[src/rtl/mem_port_arbiter.sv]
// Arbitrates the single external memory port between instruction fetch and MEM-stage data access.
// Data has priority, each transaction owns the bus until acked, and flushed fetches are dropped silently.
module mem_port_arbiter #(
  parameter int unsigned XLEN   = 32,
  parameter int unsigned ADDR_W = 32
) (
  input  logic                i_clk,
  input  logic                i_rst_n,
  input  logic                i_if_req,
  input  logic [ADDR_W-1:0]   i_if_addr,
  input  logic                i_if_flush,
  output logic                o_if_valid,
  output logic [XLEN-1:0]     o_if_rdata,
  output logic                o_if_stall,
  input  logic                i_d_req,
  input  logic                i_d_we,
  input  logic [ADDR_W-1:0]   i_d_addr,
  input  logic [XLEN-1:0]     i_d_wdata,
  input  logic [XLEN/8-1:0]   i_d_be,
  output logic                o_d_valid,
  output logic [XLEN-1:0]     o_d_rdata,
  output logic                o_d_stall,
  output logic                o_bus_req,
  output logic                o_bus_we,
  output logic [ADDR_W-1:0]   o_bus_addr,
  output logic [XLEN-1:0]     o_bus_wdata,
  output logic [XLEN/8-1:0]   o_bus_be,
  input  logic                i_bus_ack,
  input  logic [XLEN-1:0]     i_bus_rdata
);

  localparam int unsigned BE_W = XLEN / 8;

  typedef enum logic [1:0] {
    S_IDLE  = 2'd0,
    S_FETCH = 2'd1,
    S_DATA  = 2'd2,
    S_DROP  = 2'd3
  } state_e;

  state_e              state_q, state_d;
  logic                bus_req_q, bus_req_d;
  logic                bus_we_q, bus_we_d;
  logic [ADDR_W-1:0]   bus_addr_q, bus_addr_d;
  logic [XLEN-1:0]     bus_wdata_q, bus_wdata_d;
  logic [BE_W-1:0]     bus_be_q, bus_be_d;
  logic                if_valid_q, if_valid_d;
  logic                d_valid_q, d_valid_d;
  logic [XLEN-1:0]     if_rdata_q, if_rdata_d;
  logic [XLEN-1:0]     d_rdata_q, d_rdata_d;

  // A flush in the response cycle kills the fetch pulse.
  assign o_if_valid  = if_valid_q && !i_if_flush;
  assign o_d_valid   = d_valid_q;
  assign o_if_rdata  = if_rdata_q;
  assign o_d_rdata   = d_rdata_q;
  assign o_if_stall  = i_if_req && !o_if_valid;
  assign o_d_stall   = i_d_req && !o_d_valid;
  assign o_bus_req   = bus_req_q;
  assign o_bus_we    = bus_we_q;
  assign o_bus_addr  = bus_addr_q;
  assign o_bus_wdata = bus_wdata_q;
  assign o_bus_be    = bus_be_q;

  // Grant, completion and drop decisions.
  always_comb begin
    state_d     = state_q;
    bus_we_d    = bus_we_q;
    bus_addr_d  = bus_addr_q;
    bus_wdata_d = bus_wdata_q;
    bus_be_d    = bus_be_q;
    if_valid_d  = 1'b0;
    d_valid_d   = 1'b0;
    if_rdata_d  = if_rdata_q;
    d_rdata_d   = d_rdata_q;

    case (state_q)
      S_IDLE: begin
        // Requesters pulsing valid this cycle are skipped so a finished request is not reissued.
        if (i_d_req && !o_d_valid) begin
          state_d     = S_DATA;
          bus_we_d    = i_d_we;
          bus_addr_d  = i_d_addr;
          bus_wdata_d = i_d_wdata;
          bus_be_d    = i_d_be;
        end else if (i_if_req && !o_if_valid && !i_if_flush) begin
          state_d    = S_FETCH;
          bus_we_d   = 1'b0;
          bus_addr_d = i_if_addr;
          bus_be_d   = {BE_W{1'b1}};
        end
      end
      S_FETCH: begin
        if (i_bus_ack) begin
          state_d = S_IDLE;
          if (!i_if_flush) begin
            if_valid_d = 1'b1;
            if_rdata_d = i_bus_rdata;
          end
        end else if (i_if_flush) begin
          state_d = S_DROP;
        end
      end
      S_DATA: begin
        if (i_bus_ack) begin
          state_d   = S_IDLE;
          d_valid_d = 1'b1;
          if (!bus_we_q) begin
            d_rdata_d = i_bus_rdata;
          end
        end
      end
      S_DROP: begin
        if (i_bus_ack) begin
          state_d = S_IDLE;
        end
      end
      default: state_d = S_IDLE;
    endcase

    bus_req_d = (state_d != S_IDLE);
  end

  always_ff @(posedge i_clk or negedge i_rst_n) begin
    if (!i_rst_n) begin
      state_q     <= S_IDLE;
      bus_req_q   <= 1'b0;
      bus_we_q    <= 1'b0;
      bus_addr_q  <= '0;
      bus_wdata_q <= '0;
      bus_be_q    <= '0;
      if_valid_q  <= 1'b0;
      d_valid_q   <= 1'b0;
      if_rdata_q  <= '0;
      d_rdata_q   <= '0;
    end else begin
      state_q     <= state_d;
      bus_req_q   <= bus_req_d;
      bus_we_q    <= bus_we_d;
      bus_addr_q  <= bus_addr_d;
      bus_wdata_q <= bus_wdata_d;
      bus_be_q    <= bus_be_d;
      if_valid_q  <= if_valid_d;
      d_valid_q   <= d_valid_d;
      if_rdata_q  <= if_rdata_d;
      d_rdata_q   <= d_rdata_d;
    end
  end

endmodule

[config.mk]
export PLATFORM = sky130hd
export DESIGN_NAME = mem_port_arbiter
export DESIGN_NICKNAME = d
export VERILOG_FILES = /design/src/rtl/mem_port_arbiter.sv
export SDC_FILE = /design/constraint.sdc
export NUM_CORES = 1
export LEC_CHECK = 0
export ABC_AREA = 1
export BUFFER_PORTS_ARGS = -buffer_cell sky130_fd_sc_hd__buf_4
export CORE_ASPECT_RATIO = 0.75
export CORE_MARGIN = 5
export CORE_UTILIZATION = 46
export DETAILED_ROUTE_END_ITERATION = 8
export PLACE_DENSITY = 0.8
export SETUP_SLACK_MARGIN = 0.05
export SLEW_MARGIN = 20
export SYNTH_ARGS = -nofsm -noshare
export SYNTH_HDL_FRONTEND = slang
export SYNTH_SLANG_ARGS = --single-unit
export TNS_END_PERCENT = 100
[constraint.sdc]
create_clock -name i_clk -period 1.5 [get_ports i_clk]
set_input_delay 0.15 -clock i_clk [delete_from_list [all_inputs] [get_ports i_clk]]
set_output_delay 0.15 -clock i_clk [all_outputs]
set_load 0.05 [all_outputs]
==> metrics.log <==
[metrics] area enclosed by the die boundary: 14970 µm²
[metrics] filler instances: about 890
[metrics] ranking of synthesized cells by area: sky130_fd_sc_hd__dfrtp_1, sky130_fd_sc_hd__nand2_1, sky130_fd_sc_hd__nand3_1
[metrics] Clock Tree Root: sky130_fd_sc_hd__clkbuf_16
[metrics] data required time at the worst endpoint: 1.35 ns
[metrics] Synth Register Bits: 138
[metrics] slew at the pin with the worst max-slew slack: 0.4004 ns
[metrics] post-synthesis compound-gate area fraction: 5.612%
[metrics] startpoint-to-endpoint class of the critical path: flip-flop to primary output
[metrics] sequential cell area fraction in the yosys report: 59.57%
[metrics] adder and majority gate portion of the synthesized area: 0%
[metrics] setup repair after global routing missed its margin: false
[metrics] peak per-stage delay on the critical path: 0.42 ns
[metrics] total CTS buffers: 17
[metrics] total congestion overflow: 0
[metrics] DRC violation total after the first TritonRoute iteration: 370
[metrics] critical path capture point type: primary output
[metrics] Final nets: roughly 1100
[metrics] Pre-Repair DR Iteration Count: 5
[metrics] summed negative setup slack over all endpoints: 0 ns
[metrics] standard cell core area: around 12000 µm²
[metrics] final antenna diode count: 0
[metrics] Slew HR: 73.31%
[metrics] ratio of cells with drive above 1 in the final layout: 33.63%
[metrics] Yosys warning total: 0
[metrics] maximum number of pins on one net before global-route repair: between 60 and 70
[metrics] clock latency on the worst-skew pair: approximately 0.40 ns
[metrics] final hold violation count: 0
[metrics] endpoint with the worst hold slack: o_d_rdata[21]$_DFFE_PN0P_
[metrics] clock tree from TritonCTS: done
[metrics] status: finished clean
[metrics] cell area after technology mapping: 5797 µm²
[metrics] I/O pin cnt: 277
[metrics] total area of multi-input combinational cells: 1929 µm²
[metrics] main combinational cell family by area after synthesis: simple AND/OR/NAND/NOR gates
[metrics] cell count after synthesis: 681
[metrics] highest ir drop seen on vdd: 1.606 mV
[metrics] startpoint of the worst-slack reg-to-reg timing path: o_d_valid$_DFF_PN0_
[metrics] number of antenna violations at the first check in global routing: 0
[metrics] P&R area growth vs syn: 55.54%
[metrics] total placed instance area: 8034 µm²
[metrics] global routing usage summed across all routing layers: about a quarter
[metrics] slowest CP cell: sky130_fd_sc_hd__dfrtp_2
[metrics] final RePlAce weighted congestion: 0.8233
[metrics] number of global-route vias before repair: 5529
[metrics] Power Density: 2584 nW/µm²
[metrics] shortest period the worst path allows: 1.393 ns
[metrics] Die X-Extent: 139.6 µm
[metrics] startpoint kind of the worst setup timing path: flip-flop
[metrics] # setup viols final: 0
[metrics] leakage power total: 5.042 nW
[metrics] cell row count: 35
[metrics] cells traversed along the worst timing path: inv_4 > nand2_8 > clkinvlp_4 > buf_8
[metrics] endpoint of the worst-slack reg-to-reg timing path: o_bus_addr[16]$_DFFE_PN0P_
[metrics] reg-to-reg slack, setup: 0.19 ns
[metrics] remaining design rule violation count: 0
[metrics] largest area contributor in the netlist: sky130_fd_sc_hd__dfrtp_1
[metrics] starting utilization of the core area: 47.11%
[metrics] count of port buffers added during placement: between 200 and 300
[metrics] detailed-route vias per instance: approximately 4.8
[metrics] number of distinct library cells after synthesis: 21
[metrics] type of the tightest min-delay check: input pin to flip-flop
[metrics] Die Y: 107.2 µm
[metrics] basic-gate share of the synthesized area counting and, or, nand and nor cells: 27.48%
[metrics] H-Tree Depth: 4
[metrics] maximum clock frequency: about 720 MHz
[metrics] start point of the worst hold path: i_bus_rdata[21]
[metrics] Sinks on Clock Net: 138
[metrics] final std cell area, no fill: 9016 µm²
[metrics] routed via count: 5661
[metrics] register clock-pin slew on the reported worst setup and hold paths: 0.07 ns
[metrics] Detailed Place HPWL: 12630 µm
[metrics] total of max-cap violations: 0
[metrics] Final period util: ~93%
[metrics] first-pass GRT wire length: a little under 30000 µm
[metrics] area share of the largest cell type after synthesis: 59.57%
[metrics] Post-Route Skew: between 0.008 and 0.009 ns
[metrics] Slew Viols, Final: 0
[metrics] most common library cell in the layout ignoring fill and taps: sky130_fd_sc_hd__nand2_1
[metrics] area taken by flip-flops and latches: 3455 µm²
[metrics] Post-Synth XOR/XNOR Area: 0%
[metrics] total nets after synthesis: 820
[metrics] Synth Area per Inst: 8.512 µm²
[metrics] depth of the worst register-to-register path: 6
[metrics] multiplexer share of the synthesized area: 0%
[metrics] count of antenna-violating nets left after detailed routing: 0
[metrics] depth of the worst hold-timing path: 3
[metrics] total wire length: about 18000 µm
[metrics] arrival time of data at the critical path endpoint: ~1.2 ns
[metrics] routed wire length per instance: 15.72 µm
[metrics] highest-count cells in the layout ignoring fill and taps: sky130_fd_sc_hd__nand2_1, sky130_fd_sc_hd__buf_4, sky130_fd_sc_hd__dfrtp_1
[metrics] maximum fanout along the worst path: 13
[metrics] deepest clock path buffer count: 2
## registers in the layout (all words and copies together) (netlist names)
name,count
if_valid_q,1
o_bus_addr,32
o_bus_be,4
o_bus_req,1
o_bus_wdata,32
o_bus_we,1
o_d_rdata,32
o_d_valid,1
o_if_rdata,32
state_q,2
## worst max-delay path: cells and delay by family, from the launching register on
kind	cells	cell delay, ns
flops	1	0.42
simple gates	1	0.09
buf+inv	3	0.32
## stage by stage
step                      hold slack [ns]  setup slack, ns  instances  total power (W)  utilization [%]
after floorplan                   -0.1456           0.1346        681          0.01500                -
after global placement            0.07985           0.1880       1099          0.01902            65.29
after detailed placement          0.07761           0.1122       1099          0.01923            65.29
after CTS                       0.0004782          0.05993       1170          0.02332            73.11
after global routing            0.0005015          0.05263       1171          0.02439            73.27
final                             0.01257           0.1073       1171          0.02329            73.27
## kinds of logic after synthesis
logic type,count (synthesis)
flops,138
simple gates,390
buf+inv,88
compound gates,65
## power breakdown
| group | internal [W] | switching, W |
|---|---|---|
| clock network | 0.00217 | 0.00173 |
| registers | 0.00548 | 0.00105 |
| logic | 0.00360 | 0.00926 |
| total | 0.0113 | 0.0120 |
## routing by layer
metal	up-vias	wire, µm	track usage (%)
met5	-	0	0
met4	0	142	5.671
met3	11	1026	5.127
met2	164	9486	41.03
met1	2734	7749	32.32
li1	2752	-	-
## what timing repair did
action | 4_1_cts | 5_1_grt
cloned | 0 | 0
resized for setup | 3 | 5
hold buffers | 38 | 0
endpoints found under the hold margin | 153 | 0
endpoints found under the setup margin | 1 | 34
buffers inserted | 1 | 1
## Yosys cell counts
| master | number |
|---|---|
| sky130_fd_sc_hd__clkbuf_1 | 4 |
| sky130_fd_sc_hd__o21ai_1 | 11 |
| sky130_fd_sc_hd__buf_6 | 6 |
| sky130_fd_sc_hd__o21ai_0 | 53 |
| sky130_fd_sc_hd__inv_1 | 45 |
| sky130_fd_sc_hd__nor2_1 | 7 |
| sky130_fd_sc_hd__nand3_1 | 69 |
| sky130_fd_sc_hd__nor2_4 | 2 |
| sky130_fd_sc_hd__clkbuf_2 | 4 |
| sky130_fd_sc_hd__buf_2 | 18 |
| sky130_fd_sc_hd__dfrtp_1 | 138 |
| sky130_fd_sc_hd__inv_2 | 4 |
| sky130_fd_sc_hd__nand3_2 | 1 |
| sky130_fd_sc_hd__nand4_1 | 1 |
| sky130_fd_sc_hd__nand2_2 | 1 |
| sky130_fd_sc_hd__nor3_1 | 1 |
| sky130_fd_sc_hd__a21oi_1 | 1 |
| sky130_fd_sc_hd__nand2_4 | 2 |
| sky130_fd_sc_hd__nand2_1 | 306 |
| sky130_fd_sc_hd__buf_4 | 6 |
| sky130_fd_sc_hd__buf_1 | 1 |
## worst max-delay path by stage
stage | start | end | slack [ns] | depth (start not counted)
floorplan | o_d_valid$_DFF_PN0_ | o_bus_be[0]$_DFFE_PN0P_ | 0.13 | 6
global placement | o_d_valid$_DFF_PN0_ | o_bus_be[1]$_DFFE_PN0P_ | 0.19 | 6
detailed placement | o_d_valid$_DFF_PN0_ | o_bus_wdata[10]$_DFFE_PN0P_ | 0.11 | 6
CTS | o_d_valid$_DFF_PN0_ | o_d_stall | 0.06 | 4
global route | o_d_valid$_DFF_PN0_ | o_d_stall | 0.05 | 4
finish | o_d_valid$_DFF_PN0_ | o_d_stall | 0.11 | 4
## area by class of cell
type	count	share of cell area, %
timing repair buffer	331	29.66
clock buffer	17	4.718
sequential	138	38.32
multi-input combinational	455	21.40
clock inverter	15	1.471
tap	166	2.304
inverter	49	2.137
Power figures use the tool's default switching activity.
